==> src/rtl/dm_store_buffer.sv <==
// Store buffer between MEM-stage store/load logic and a word-wide data memory.
// Latency: a store accepted at cycle N drains at N+1 if it is the head and no load is served; loads are combinational.
// Backpressure: st_ready drops when full or flushing; ld_stall holds a load when full (or, without STB_FWD_EN, on a pending match).
// Optional feature macro: STB_FWD_EN (pending-store forwarding into load data).
module dm_store_buffer #(
    parameter int DEPTH = 4,
    parameter int PTR_W = 2
) (
    input  logic        clk,
    input  logic        reset,
    input  logic        st_valid,
    output logic        st_ready,
    input  logic [1:0]  st_op,
    input  logic [31:0] st_addr,
    input  logic [31:0] st_data,
    input  logic [31:0] st_pc,
    input  logic        ld_valid,
    input  logic [31:0] ld_addr,
    output logic [31:0] ld_data,
    output logic        ld_stall,
    input  logic        flush_req,
    output logic        flush_done,
    output logic [31:0] dm_addr,
    input  logic [31:0] dm_rd,
    output logic        dm_we,
    output logic [31:0] dm_wd,
    output logic [31:0] dm_pc
);

    localparam logic [PTR_W:0] FULL_CNT = (PTR_W + 1)'(DEPTH);

    logic [29:0]      q_addr [DEPTH];
    logic [3:0]       q_be   [DEPTH];
    logic [31:0]      q_data [DEPTH];
    logic [31:0]      q_pc   [DEPTH];
    logic [PTR_W-1:0] head;
    logic [PTR_W-1:0] tail;
    logic [PTR_W:0]   count;

    logic        full;
    logic        empty;
    logic        enq;
    logic        load_go;
    logic        drain;
    logic [3:0]  st_be;
    logic [31:0] st_lane;
    logic [31:0] head_mask;
    logic        unused_bits;

    // Loads address whole words; the byte offset selects nothing here.
    assign unused_bits = ^ld_addr[1:0];

    assign full     = (count == FULL_CNT);
    assign empty    = (count == '0);
    assign st_ready = !reset && !full && !flush_req;
    assign enq      = st_valid && st_ready;

    // Byte enables and lane replication so the entry can be merged without shifting later.
    always_comb begin
        st_be   = 4'b1111;
        st_lane = st_data;
        case (st_op)
            2'b01: begin
                st_be   = st_addr[1] ? 4'b1100 : 4'b0011;
                st_lane = {2{st_data[15:0]}};
            end
            2'b10: begin
                st_be   = 4'b0001 << st_addr[1:0];
                st_lane = {4{st_data[7:0]}};
            end
            default: begin
                st_be   = 4'b1111;
                st_lane = st_data;
            end
        endcase
    end

`ifdef STB_FWD_EN
    logic [31:0] fwd_word;

    // Overlay pending bytes oldest to youngest so the youngest store wins each lane.
    always_comb begin
        fwd_word = dm_rd;
        for (int k = 0; k < DEPTH; k++) begin
            logic [PTR_W-1:0] idx;
            idx = head + PTR_W'(k);
            if (((PTR_W + 1)'(k) < count) && (q_addr[idx] == ld_addr[31:2])) begin
                for (int b = 0; b < 4; b++) begin
                    if (q_be[idx][b]) begin
                        fwd_word[8*b +: 8] = q_data[idx][8*b +: 8];
                    end
                end
            end
        end
    end

    assign ld_stall = !reset && ld_valid && full;
    assign ld_data  = fwd_word;
`else
    logic hit;

    // Any pending entry for the load's word holds the load until it has drained.
    always_comb begin
        hit = 1'b0;
        for (int k = 0; k < DEPTH; k++) begin
            logic [PTR_W-1:0] idx;
            idx = head + PTR_W'(k);
            if (((PTR_W + 1)'(k) < count) && (q_addr[idx] == ld_addr[31:2])) begin
                hit = 1'b1;
            end
        end
    end

    assign ld_stall = !reset && ld_valid && (full || hit);
    assign ld_data  = dm_rd;
`endif

    // A serviced load owns the port; otherwise the head drains. Full queue forces drain.
    assign load_go = ld_valid && !ld_stall && !full;
    assign drain   = !reset && !load_go && !empty;

    assign head_mask = {{8{q_be[head][3]}}, {8{q_be[head][2]}},
                        {8{q_be[head][1]}}, {8{q_be[head][0]}}};

    assign dm_we      = drain;
    assign dm_addr    = drain ? {q_addr[head], 2'b00} : {ld_addr[31:2], 2'b00};
    assign dm_wd      = (dm_rd & ~head_mask) | (q_data[head] & head_mask);
    assign dm_pc      = q_pc[head];
    assign flush_done = reset || empty;

    // Queue pointers and occupancy; reset discards anything pending.
    always_ff @(posedge clk) begin
        if (reset) begin
            head  <= '0;
            tail  <= '0;
            count <= '0;
        end else begin
            if (enq) begin
                tail <= tail + 1'b1;
            end
            if (drain) begin
                head <= head + 1'b1;
            end
            count <= count + (PTR_W + 1)'(enq) - (PTR_W + 1)'(drain);
        end
    end

    // Entry payload; only the tail slot is written, so no reset is needed.
    always_ff @(posedge clk) begin
        if (!reset && enq) begin
            q_addr[tail] <= st_addr[31:2];
            q_be[tail]   <= st_be;
            q_data[tail] <= st_lane;
            q_pc[tail]   <= st_pc;
        end
    end

endmodule

==> config.mk <==
export PLATFORM = sky130hd
export DESIGN_NAME = dm_store_buffer
export DESIGN_NICKNAME = d
export VERILOG_FILES = /design/src/rtl/dm_store_buffer.sv
export SDC_FILE = /design/constraint.sdc
export NUM_CORES = 1
export LEC_CHECK = 0
export ABC_AREA = 0
export CORE_ASPECT_RATIO = 0.75
export CORE_MARGIN = 2
export CORE_UTILIZATION = 55
export DETAILED_ROUTE_END_ITERATION = 8
export GPL_TIMING_DRIVEN = 0
export PLACE_DENSITY_LB_ADDON = 0.1
export SYNTH_ARGS = -nofsm -noshare
export SYNTH_HDL_FRONTEND = slang
export SYNTH_SLANG_ARGS = --single-unit
export TNS_END_PERCENT = 10
==> constraint.sdc <==
create_clock -name clk -period 6.5 [get_ports clk]
set_input_delay 1.95 -clock clk [delete_from_list [all_inputs] [get_ports clk]]
set_output_delay 1.95 -clock clk [all_outputs]
set_load 0.01 [all_outputs]
After elaboration in Yosys (flattened, before gate mapping). Memory sizes are Yosys's and may differ from the RTL's. A register that Yosys moved wholly into a read port is not among the register bits. Index checks and enable logic that the tools add are counted.

Add/subtract/negate cells: 6. Multipliers: 0. Div/mod/pow operators: 0. $lt $le $gt $ge: 4. Eq/ne operators: 7. Shift operators: 1. Multiplexer cells: 18. Bitwise logic cells: 4. Reduce and logical (&&, ||, !) cells: 23.

Operators by type and width (number): 30-bit equality test (4); 32-bit AND (2); 32-bit one-hot mux with 2 select lines (1); 32-bit 2-to-1 mux (1); 32-bit inverter (1); 32-bit bitwise OR (1); 2-bit 2-to-1 mux (8); 1-bit logical AND (14); 4-bit one-hot mux with 2 select lines (1); 1-bit zero test (6); 1-bit by 3-bit < comparator with 1-bit output, first input constant (2); 2-bit by 3-bit < comparator with 1-bit output, first input constant (2); 1-bit 2-to-1 mux (6); 2-bit by 1-bit adder with 2-bit output, second input constant (2); 2-bit adder, second input constant (2); 4-bit 2-to-1 mux (1); 1-bit by 2-bit left shift with 4-bit output, first input constant (1); 3-bit by 1-bit adder with 3-bit output (1); 3-bit equality test, second input constant (1); 3-bit zero test (1); 3-bit by 1-bit subtractor with 3-bit output (1); 2-bit by 1-bit equality test with 1-bit output, second input constant (1); 2-bit equality test, second input constant (1); 1-bit logical OR (2).

Register bits: 7. Bits in latches: 0. Bits in writable memories: 392. Bits in read-only memories: 0. Bits of input ports: 167. Output and inout port bits: 132. Memories kept: 4.

Memory list: q_data (depth 4, width 32, read ports 1, clocked after Yosys merged registers in 1, wr ports 1, RTL line 34) `logic [31:0] q_data [DEPTH];`; q_pc (depth 4, width 32, read ports 1, clocked after Yosys merged registers in 1, wr ports 1, RTL line 35) `logic [31:0] q_pc [DEPTH];`; q_addr (depth 4, width 30, read ports 4, clocked after Yosys merged registers in 1, wr ports 1, RTL line 32) `logic [29:0] q_addr [DEPTH];`; q_be (depth 4, width 4, read ports 1, clocked after Yosys merged registers in 1, wr ports 1, RTL line 33) `logic [3:0] q_be [DEPTH];`.

Longest topological paths before layout. Gate-level depths: netlist of run 1. An unclocked memory read counts as a cell.

Word-level depth: 17. Gate-level depth with buffers: 21. Gate-level depth less buffers: 17.

Worst setup path before layout of run 1. No wires, ideal clock.

Kind: input port to output port. Start point: in ld_addr[25]. End point: out dm_addr[10]. Data arrival time: 4065 ps. Data required time: 4550 ps. Slack: 485 ps. Cell stages on the path: 10. Path buffers: 2. Cell sequence: buf_1 > nor2b_1 > a32o_1 > or4_1 > nor4_1 > nand4_1 > o21ai_4 > o21ai_4 > buf_6 > mux2_4.

Cells in the longest elaborated chain, start to end: 15.

Ends and longest elaborated chain: from (decl) (RTL line 18) `input logic [31:0] ld_addr,`; 30-bit equality test (RTL line 108) `if (((PTR_W + 1)'(k) < count) && (q_addr[idx] == ld_addr[31:2])) begin`; 1-bit logical AND (RTL line 108); 1-bit 2-to-1 mux (3 in series) (RTL line 108); 1-bit 2-to-1 mux (*) (RTL line 108); 1-bit logical OR (*) (RTL line 114) `assign ld_stall = !reset && ld_valid && (full || hit);`; 1-bit logical AND (*) (RTL line 114); 1-bit zero test (*) (RTL line 119) `assign load_go = ld_valid && !ld_stall && !full;`; 1-bit logical AND (*) (2 in series) (RTL line 119); 1-bit zero test (*) (RTL line 120) `assign drain = !reset && !load_go && !empty;`; 1-bit logical AND (*) (2 in series) (RTL line 120); 32-bit 2-to-1 mux (*) (RTL line 126) `assign dm_addr = drain ? {q_addr[head], 2'b00} : {ld_addr[31:2], 2'b00};`; to (decl) (RTL line 23) `output logic [31:0] dm_addr,`.

Mark *: on every way between the ends. The rest lies on a longest branch, timed or not.

Worst setup path after layout of run 1.
Start point: in ld_addr[24]. End point: out dm_addr[31].

The elaborated chain is that of the path after synthesis.

==> results of run 1 <==
[report_power, final]
group	switching, W	internal, W	leakage (nW)
clock network	0.000957	0.00131	0.615
logic	0.00155	0.00161	4.11
registers	0.0000333	0.00291	3.62
[metal layers]
metal	up-vias	global-route usage, %	part of all wire, %
li1	5416	-	-
met1	6360	41.02	41
met4	4	9.214	2.7
met5	-	0	0.061
met2	617	43.28	47
met3	98	7.459	9.3
[through the flow]
step                setup TNS (ps)  cells  worst slack (ps)  area [um^2]
finish                      -530.3   2047            -78.17        25290
global route                -599.1   2046            -77.67        25290
CTS                         -26.87   2042            -23.75        25230
detailed placement          -34910   1959             -1172        23690
global placement           -571730   1955             -1462        23560
floorplan                        0   1193             484.6        20280
[path summary, 6_finish.rpt]
path	startpoint	to	slack (ps)	cells after the start
hold reg to reg	tail[1]$_SDFFE_PP0P_	tail[1]$_SDFFE_PP0P_	500	2
setup reg to reg	register	count[2]$_SDFF_PP0_	1760	20
setup / recovery	ld_addr[24]	dm_addr[31]	-80	9
hold / removal	tail[1]$_SDFFE_PP0P_	tail[1]$_SDFFE_PP0P_	500	2
[layout by cell type, fill, tap and decap left out, types with 6 or more instances in the layout]
cell / n
sky130_fd_sc_hd__edfxtp_1: 392
sky130_fd_sc_hd__clkdlybuf4s50_1: 233
sky130_fd_sc_hd__mux4_2: 145
sky130_fd_sc_hd__mux2i_1: 79
sky130_fd_sc_hd__xnor2_1: 76
sky130_fd_sc_hd__buf_4: 54
sky130_fd_sc_hd__nand2_1: 42
sky130_fd_sc_hd__mux2_2: 40
sky130_fd_sc_hd__clkbuf_16: 39
sky130_fd_sc_hd__xor2_1: 31
sky130_fd_sc_hd__mux2_4: 29
sky130_fd_sc_hd__clkbuf_1: 28
sky130_fd_sc_hd__buf_2: 25
sky130_fd_sc_hd__o21ai_0: 24
sky130_fd_sc_hd__inv_1: 19
sky130_fd_sc_hd__clkbuf_2: 19
sky130_fd_sc_hd__nand4_1: 18
sky130_fd_sc_hd__a22oi_1: 13
sky130_fd_sc_hd__a22o_1: 13
sky130_fd_sc_hd__nor2_1: 13
sky130_fd_sc_hd__clkinv_1: 12
sky130_fd_sc_hd__dlygate4sd2_1: 11
sky130_fd_sc_hd__ha_1: 10
sky130_fd_sc_hd__buf_1: 9
sky130_fd_sc_hd__buf_12: 9
sky130_fd_sc_hd__dfxtp_1: 9
sky130_fd_sc_hd__nor4_1: 8
sky130_fd_sc_hd__nor3_1: 7
sky130_fd_sc_hd__buf_6: 6
sky130_fd_sc_hd__clkbuf_4: 6
sky130_fd_sc_hd__o221ai_1: 6
sky130_fd_sc_hd__a21oi_1: 6
sky130_fd_sc_hd__clkinv_2: 6
[kinds of logic after synthesis]
group	count (synthesis)
other cells	1
simple gates	122
buf+inv	147
xor+xnor	113
compound gates	101
fa+ha+maj	11
flops	401
mux	296
[final cells by class]
type	instances	area, um^2	share of cell area, %
Antenna cell	4	10.01	0.03958
Buffer	127	874.6	3.459
Clock buffer	45	998.5	3.948
Clock inverter	26	261.5	1.034
Inverter	20	77.57	0.3068
Multi-Input combinational cell	645	7659	30.29
Sequential cell	401	11950	47.26
Tap cell	496	620.6	2.454
Timing Repair Buffer	283	2835	11.21
[timing repair]
action | CTS | global route
setup buffers | 12 | 1
setup endpoints to repair | 67 | 75
pin swaps | 8 | 1
gates resized for setup | 119 | 38
[sequential cells by signal, summed over array words and instances (netlist names), named ones only]
signal,cells
q_data,128
head,2
q_pc,128
q_addr,120
tail,2
count,3
q_be,16
[worst max-delay path, cell delays in order]
cell	delay [ps]
sky130_fd_sc_hd__buf_2	180
sky130_fd_sc_hd__xnor2_2	190
sky130_fd_sc_hd__a21oi_2	270
sky130_fd_sc_hd__o2111ai_1	220
sky130_fd_sc_hd__or4_4	580
sky130_fd_sc_hd__o21ai_4	240
sky130_fd_sc_hd__o21ai_4	130
sky130_fd_sc_hd__mux2_2	310
sky130_fd_sc_hd__clkdlybuf4s50_1	550
[Yosys cell counts (all sizes together), types with 4 or more instances]
cell type | number | area share (%)
nor3 | 7 | 0.17
o2111ai | 7 | 0.33
mux2 | 69 | 4.4
ha | 10 | 0.62
edfxtp | 392 | 58
nand4 | 18 | 0.56
mux4 | 145 | 16
clkbuf | 33 | 0.61
nand2 | 42 | 0.78
o22ai | 4 | 0.12
xnor2 | 81 | 3.5
dfxtp | 9 | 0.89
buf | 94 | 3.1
inv | 20 | 0.37
o21ai | 26 | 0.75
a22o | 13 | 0.56
o221ai | 6 | 0.26
nor2 | 14 | 0.26
nand3 | 5 | 0.12
nand2b | 4 | 0.12
a22oi | 13 | 0.48
nor4 | 10 | 0.31
xor2 | 32 | 1.4
a21oi | 7 | 0.17
nor2b | 5 | 0.15
mux2i | 82 | 4.0
and3 | 4 | 0.12
==> results.txt, run 1 <==
* Tmin final: ~6600 ps
- Synth Area in XOR/XNOR: 4.882%
- Failing checks: setup timing
- Max IR drop VDD: 257.1 uV
- Power Dens Cells: approximately 330 nW/um^2
- The floorplan has 60 rows.
* Final hold violations: 0
- Initial standard-cell utilization of the core: between 50 and 60%
- Count of final max-slew check failures: 0
- Yosys mapped the design onto 59 distinct sky130hd cell types.
* WL per Instance: around 27 um
- Crit path launch type: input port
- The later pin in the worst-skew pair is clocked with a latency of between 500 and 600 ps.
- The worst setup path is of the input port to output pin kind.
* Number of top-level pins: ~300
* CP Data Arrival Time: around 4600 ps
- Drt first-iter violations: 1323
- Dividing the detail-routed via count by the number of cells gives 6.104.
* Y dimension of the die: 170.3 um
* Vias in the first global route: 12580
- Once detail routing completed, the nets flagged for antenna violations numbered 0.
- Slew at the pin closest to its max-slew limit: about 900 ps
* Total DRC errors in the routed layout: 0
- In this run the static leakage power is 8.342 nW.
* Final critical-path setup slack: -78.17 ps
- Relative to the synthesized area, the layout overhead comes to 24.73%.
* First-pass iteration count of the detailed router: 6
- Yosys mapped a number of flops with a built-in enable equal to between 300 and 400.
* Cts-stage hold buffer count: 0
- Cell at the root of the clock tree: sky130_fd_sc_hd__clkbuf_16
- Simple-gate share of the synthesized area: roughly 3.1%
- For this block, the routed nets add up to 54370 um of wire.
- STA puts the critical path data required time at approximately 4600 ps.
- The HPWL after detailed placement is about 38000 um.
- Clock-pin slew was measured on the worst setup and hold paths at 60 ps.
- Number of buffers inserted during clock tree synthesis: 39
- Fraction of final layout cells with drive strength greater than 1: 27.67%
- Layout Nets: ~1700
- Vias post-DR: around 12000
- After floorplanning, the core was sized to cover roughly 36000 um^2.
- Seq/Total Area, Yosys: between 50% and 60%
- Global-route wire length before repair: between 70000 and 80000 um
- The die covers roughly 38000 um^2.
* Clock Skews: 25.26 ps
- The Yosys step of the flow raised 0 warnings.
- The worst pin sits at a relative slew slack of 39.79%.
- Number of clock sinks seen by CTS: roughly 400
- Fill count: roughly 2400
- Summing the areas of all compound-gate instances in the mapped netlist gives under 10% of the synthesized area.
- TritonCTS built the clock tree.
* Maximum fanout encountered on the critical timing path: 8
- Cells fill between 70 and 80% of the core in the end.
* Maximum number of pins on one net before global-route repair: between 50 and 60
* Number of synthesized register bits: 401
* Initial antenna violation count: 6
* GRT overflow: 0
- Combinational family with the most area after synthesis: multiplexers
* Min-Delay Path Class: register to register
* Post-synthesis adder-cell area fraction: less than 1%
- Power consumption: 0.008378 W
- Post-synthesis cell count: about 1200
* Top FF cell, synth: sky130_fd_sc_hd__edfxtp_1
* Final setup violation count: 16
- Post-synthesis async set-or-reset flop share: 0%
- Type of element capturing the critical path: output pin
- For this run, the total global-route usage over all layers was measured as 28.64%.
- Syn Std Cell Area: about 20000 um^2
- Total number of H-tree levels: 2
- Final hold analysis gives a worst-case slack of ~500 ps.
- Final GP Congestion: roughly 0.94
- During placement, the flow inserted port buffers numbering around 270.
- Horizontal extent of the die: approximately 230 um
* Setup repair after global routing missed its margin: yes
- Maxcap violations: 0
- Final period utilization: 101.2%
- For this run, the top clock speed supported by timing is between 150 and 200 MHz.
- Avg Inst Size Synth: 17.01 um^2
- Post-synthesis mux area share: 24.52%
- The flow ran to the end, but the final reports show violations.
- The clock passes through at most 3 buffers.
No activity file was read; power rests on OpenSTA's default activity.
==> run 2: changes to the inputs <==
--- a/config.mk
+++ b/config.mk
@@ -12,6 +12,7 @@
 export DETAILED_ROUTE_END_ITERATION = 8
 export GPL_TIMING_DRIVEN = 0
 export PLACE_DENSITY_LB_ADDON = 0.1
+export REMOVE_ABC_BUFFERS = 1
 export SYNTH_ARGS = -nofsm -noshare
 export SYNTH_HDL_FRONTEND = slang
 export SYNTH_SLANG_ARGS = --single-unit
==> run 2 against run 1 <==
The run still ends with setup timing left; register-to-register slack gained 140 ps; largest power group is now registers; die area stayed put; design area down 0.99%; clock power is 8% higher; via count fell by 4.0%; critical endpoint is now dm_addr[16]; maximum frequency up 0.81%; highest routed layer unchanged; critical path type unchanged; cell count shrank 4.7%; first-iteration DRC count shrank 17%.
==> results.txt, run 2 (synthesized netlist as in run 1, its figures left out) <==
- Outcome: complete, but fails checks
- The final reports fail on setup timing.
- Total number of H-tree levels: 2
- Placed Cells incl. Taps: 1870
- Total DRC errors in the routed layout: 0
- Once detailed placement completed, the half-perimeter wirelength came to between 30000 and 40000 um.
* Final hold violations: 0
* Vias in the first global route: ~12000
- Summed over all cells, the static leakage comes to approximately 8.1 nW.
- Detailed-route vias per instance: about 6.2
* Maximum fanout encountered on the critical timing path: 10
- Clock-pin slew was measured on the worst setup and hold paths at 50 ps.
- Full die area: 38430 um^2
- Measured against its own limit, the worst slew margin works out to about 28%.
* Total global-route track usage: 25.85%
- Number of I/O port buffers: 294
- Comb power frac: about a third
- In the layout the commonest cells are sky130_fd_sc_hd__edfxtp_1, sky130_fd_sc_hd__clkdlybuf4s50_1, sky130_fd_sc_hd__mux4_2.
- Number of routed nets with antenna violations: 0
- In the final timing run, aggregate negative setup slack is -25.59 ps.
* Final period utilization: 100.4%
* Commonest non-fill, non-tap cell in the layout: sky130_fd_sc_hd__edfxtp_1
- Registers are responsible for a little over a third of the overall power.
- In this run the worst hold path is classified as register to register.
- Layout Nets: between 1500 and 2000
- From synthesis to final layout, the design area changed by 23.49%.
- For the pin with the worst max-slew slack, the measured transition is approximately 1100 ps.
* Worst hold slack across all endpoints: 505.4 ps
- Required time worst endpoint: between 4000 and 5000 ps
- The largest registers in the layout are q_data (128), q_pc (128), q_addr (120).
* Worst Setup Path Type: input port to output pin
- Setup violations remaining at the end of the flow were counted as 1.
* Y dimension of the die: 170.3 um
- Share of total power consumed by net switching: between 20% and 30%
- Initial antenna violation count: 5
- STA classifies the critical path endpoint as an output pin.
- For this design, the CTS-stage hold fixing added 0 buffers.
- Power spread over the standard cell area amounts to around 330 nW/um^2.
- Maximum clock frequency: approximately 150 MHz
- GRT overflow: 0
- Total wire length: approximately 50000 um
* Post-Layout Inst Area: approximately 25000 um^2
- Latest clock arrival within the worst-skew pair: roughly 550 ps
- Summing all placed instances gives a cell area of between 20000 and 25000 um^2.
- Initial standard-cell utilization of the core: 56.15%
- Tmin final: between 6000 and 7000 ps
* TritonCTS clock tree: built
* Number of clock sinks seen by CTS: 401
- Vias post-DR: 12000
* WL per Instance: between 20 and 30 um
- Summed over all nets, the switching power comes to 0.002389 W.
* Final GP Congestion: between 0.8 and 0.9
- Cell at the root of the clock tree: sky130_fd_sc_hd__clkbuf_16
* Setup repair after global routing missed its margin: yes
- First-pass iteration count of the detailed router: 5
- Cell Count, Final, Fillers Out: around 2000
* Max IR drop VDD: roughly 220 uV
- The tool flagged a number of max-cap violations equal to 0.
* Internal power: approximately 0.0059 W
* Final critical-path setup slack: -25.59 ps
- Of the cells placed in the final design, the portion with a size suffix greater than 1 is a little over a quarter.
- Count of final max-slew check failures: 0
- Number of top-level pins: around 300
- Core occupancy in the finished layout: between 60% and 70%
- The layout has 2427 filler cells.
* Number of core rows: 60
- CP Data Arrival Time: 4580 ps
* Crit path launch type: input port
- Std-Cell Core Area: 36110 um^2
- Maximum number of pins on one net before global-route repair: 60
- The longest clock path from root to sink contains 3 buffers.
- In this run, CTS created clock tree buffers numbering 40.
- Drt first-iter violations: 1098
- Clock Skews: ~31 ps
- Clock network power share: between 20 and 30%
- Global-route wire length before repair: between 70000 and 80000 um
* Horizontal extent of the die: between 200 and 250 um
==> run 2: cell count changes in the layout (fill, tap and decap cells not counted), sizes merged <==
cell           change
clkinvlp           -1
clkinv             -8
diode              -2
clkdlybuf4s15      +3
buf               -75
bufinv             +3
clkbuf            -16
inv                -1
==> run 2: critical path, stage by stage <==
cell and delay, ps:
sky130_fd_sc_hd__buf_6 100, sky130_fd_sc_hd__inv_2 60, sky130_fd_sc_hd__xnor2_2 150, sky130_fd_sc_hd__nor4_4 400
sky130_fd_sc_hd__nand4_1 170, sky130_fd_sc_hd__or4b_4 600, sky130_fd_sc_hd__o21ai_4 200, sky130_fd_sc_hd__o21ai_4 120
sky130_fd_sc_hd__buf_16 190, sky130_fd_sc_hd__mux2_4 330, sky130_fd_sc_hd__dlygate4sd2_1 290
==> run 2: through the flow <==
stage	total power (W)	setup WS (ps)
finish	0.008337	-25.59
global route	0.008670	-47.78
CTS	0.008385	-113.4
detailed placement	0.005881	-1394
global placement	0.006102	-5582
floorplan	0.004997	-2216
==> run 2: power groups by stage <==
stage / Sequential (W) / Combinational [W] / Clock, W
4_1_cts: 0.00306 / 0.00285 / 0.00247
6_report: 0.00302 / 0.00288 / 0.00243
2_1_floorplan: 0.00329 / 0.00170 / 0
5_1_grt: 0.00304 / 0.00306 / 0.00257
3_5_place_dp: 0.00316 / 0.00272 / 0
3_3_place_gp: 0.00343 / 0.00267 / 0
==> run 2: worst paths after layout <==
kind                                      startpoint                   end  slack, ps  cells after the start
worst min-delay path            tail[1]$_SDFFE_PP0P_  tail[1]$_SDFFE_PP0P_        510                      2
worst max-delay path                      ld_addr[4]           dm_addr[16]        -30                     11
worst max register to register  head[1]$_SDFFE_PP0N_   count[2]$_SDFF_PP0_       1900                     17
worst min register to register  tail[1]$_SDFFE_PP0P_  tail[1]$_SDFFE_PP0P_        510                      2
==> run 2: cell type report <==
class,instances,area (um^2),area share (%)
antenna,2,5.005,0.01999
tap,496,620.6,2.479
sequential,401,11970,47.80
clock inverter,19,329.1,1.314
multi-input combinational,645,7702,30.76
clock buffer,49,1055,4.213
timing repair buffer,318,3283,13.11
inverter,20,75.07,0.2999
==> run 2: metal layers <==
layer	share of wire, %	vias up	GRT usage (%)	routed length [um]
met5	0.051	-	0	25
met4	2.3	4	7.083	1150
met3	7.4	78	5.577	3664
met2	49	541	41.15	24020
met1	41	6151	36.49	20440
li1	-	5225	-	-
==> run 2: repair_timing <==
action                                  CTS  global route
endpoints found under the setup margin   32            31
gates resized for setup                 141            75
pin swaps                                10             8
gates cloned                              0             0
setup buffers                             8             2
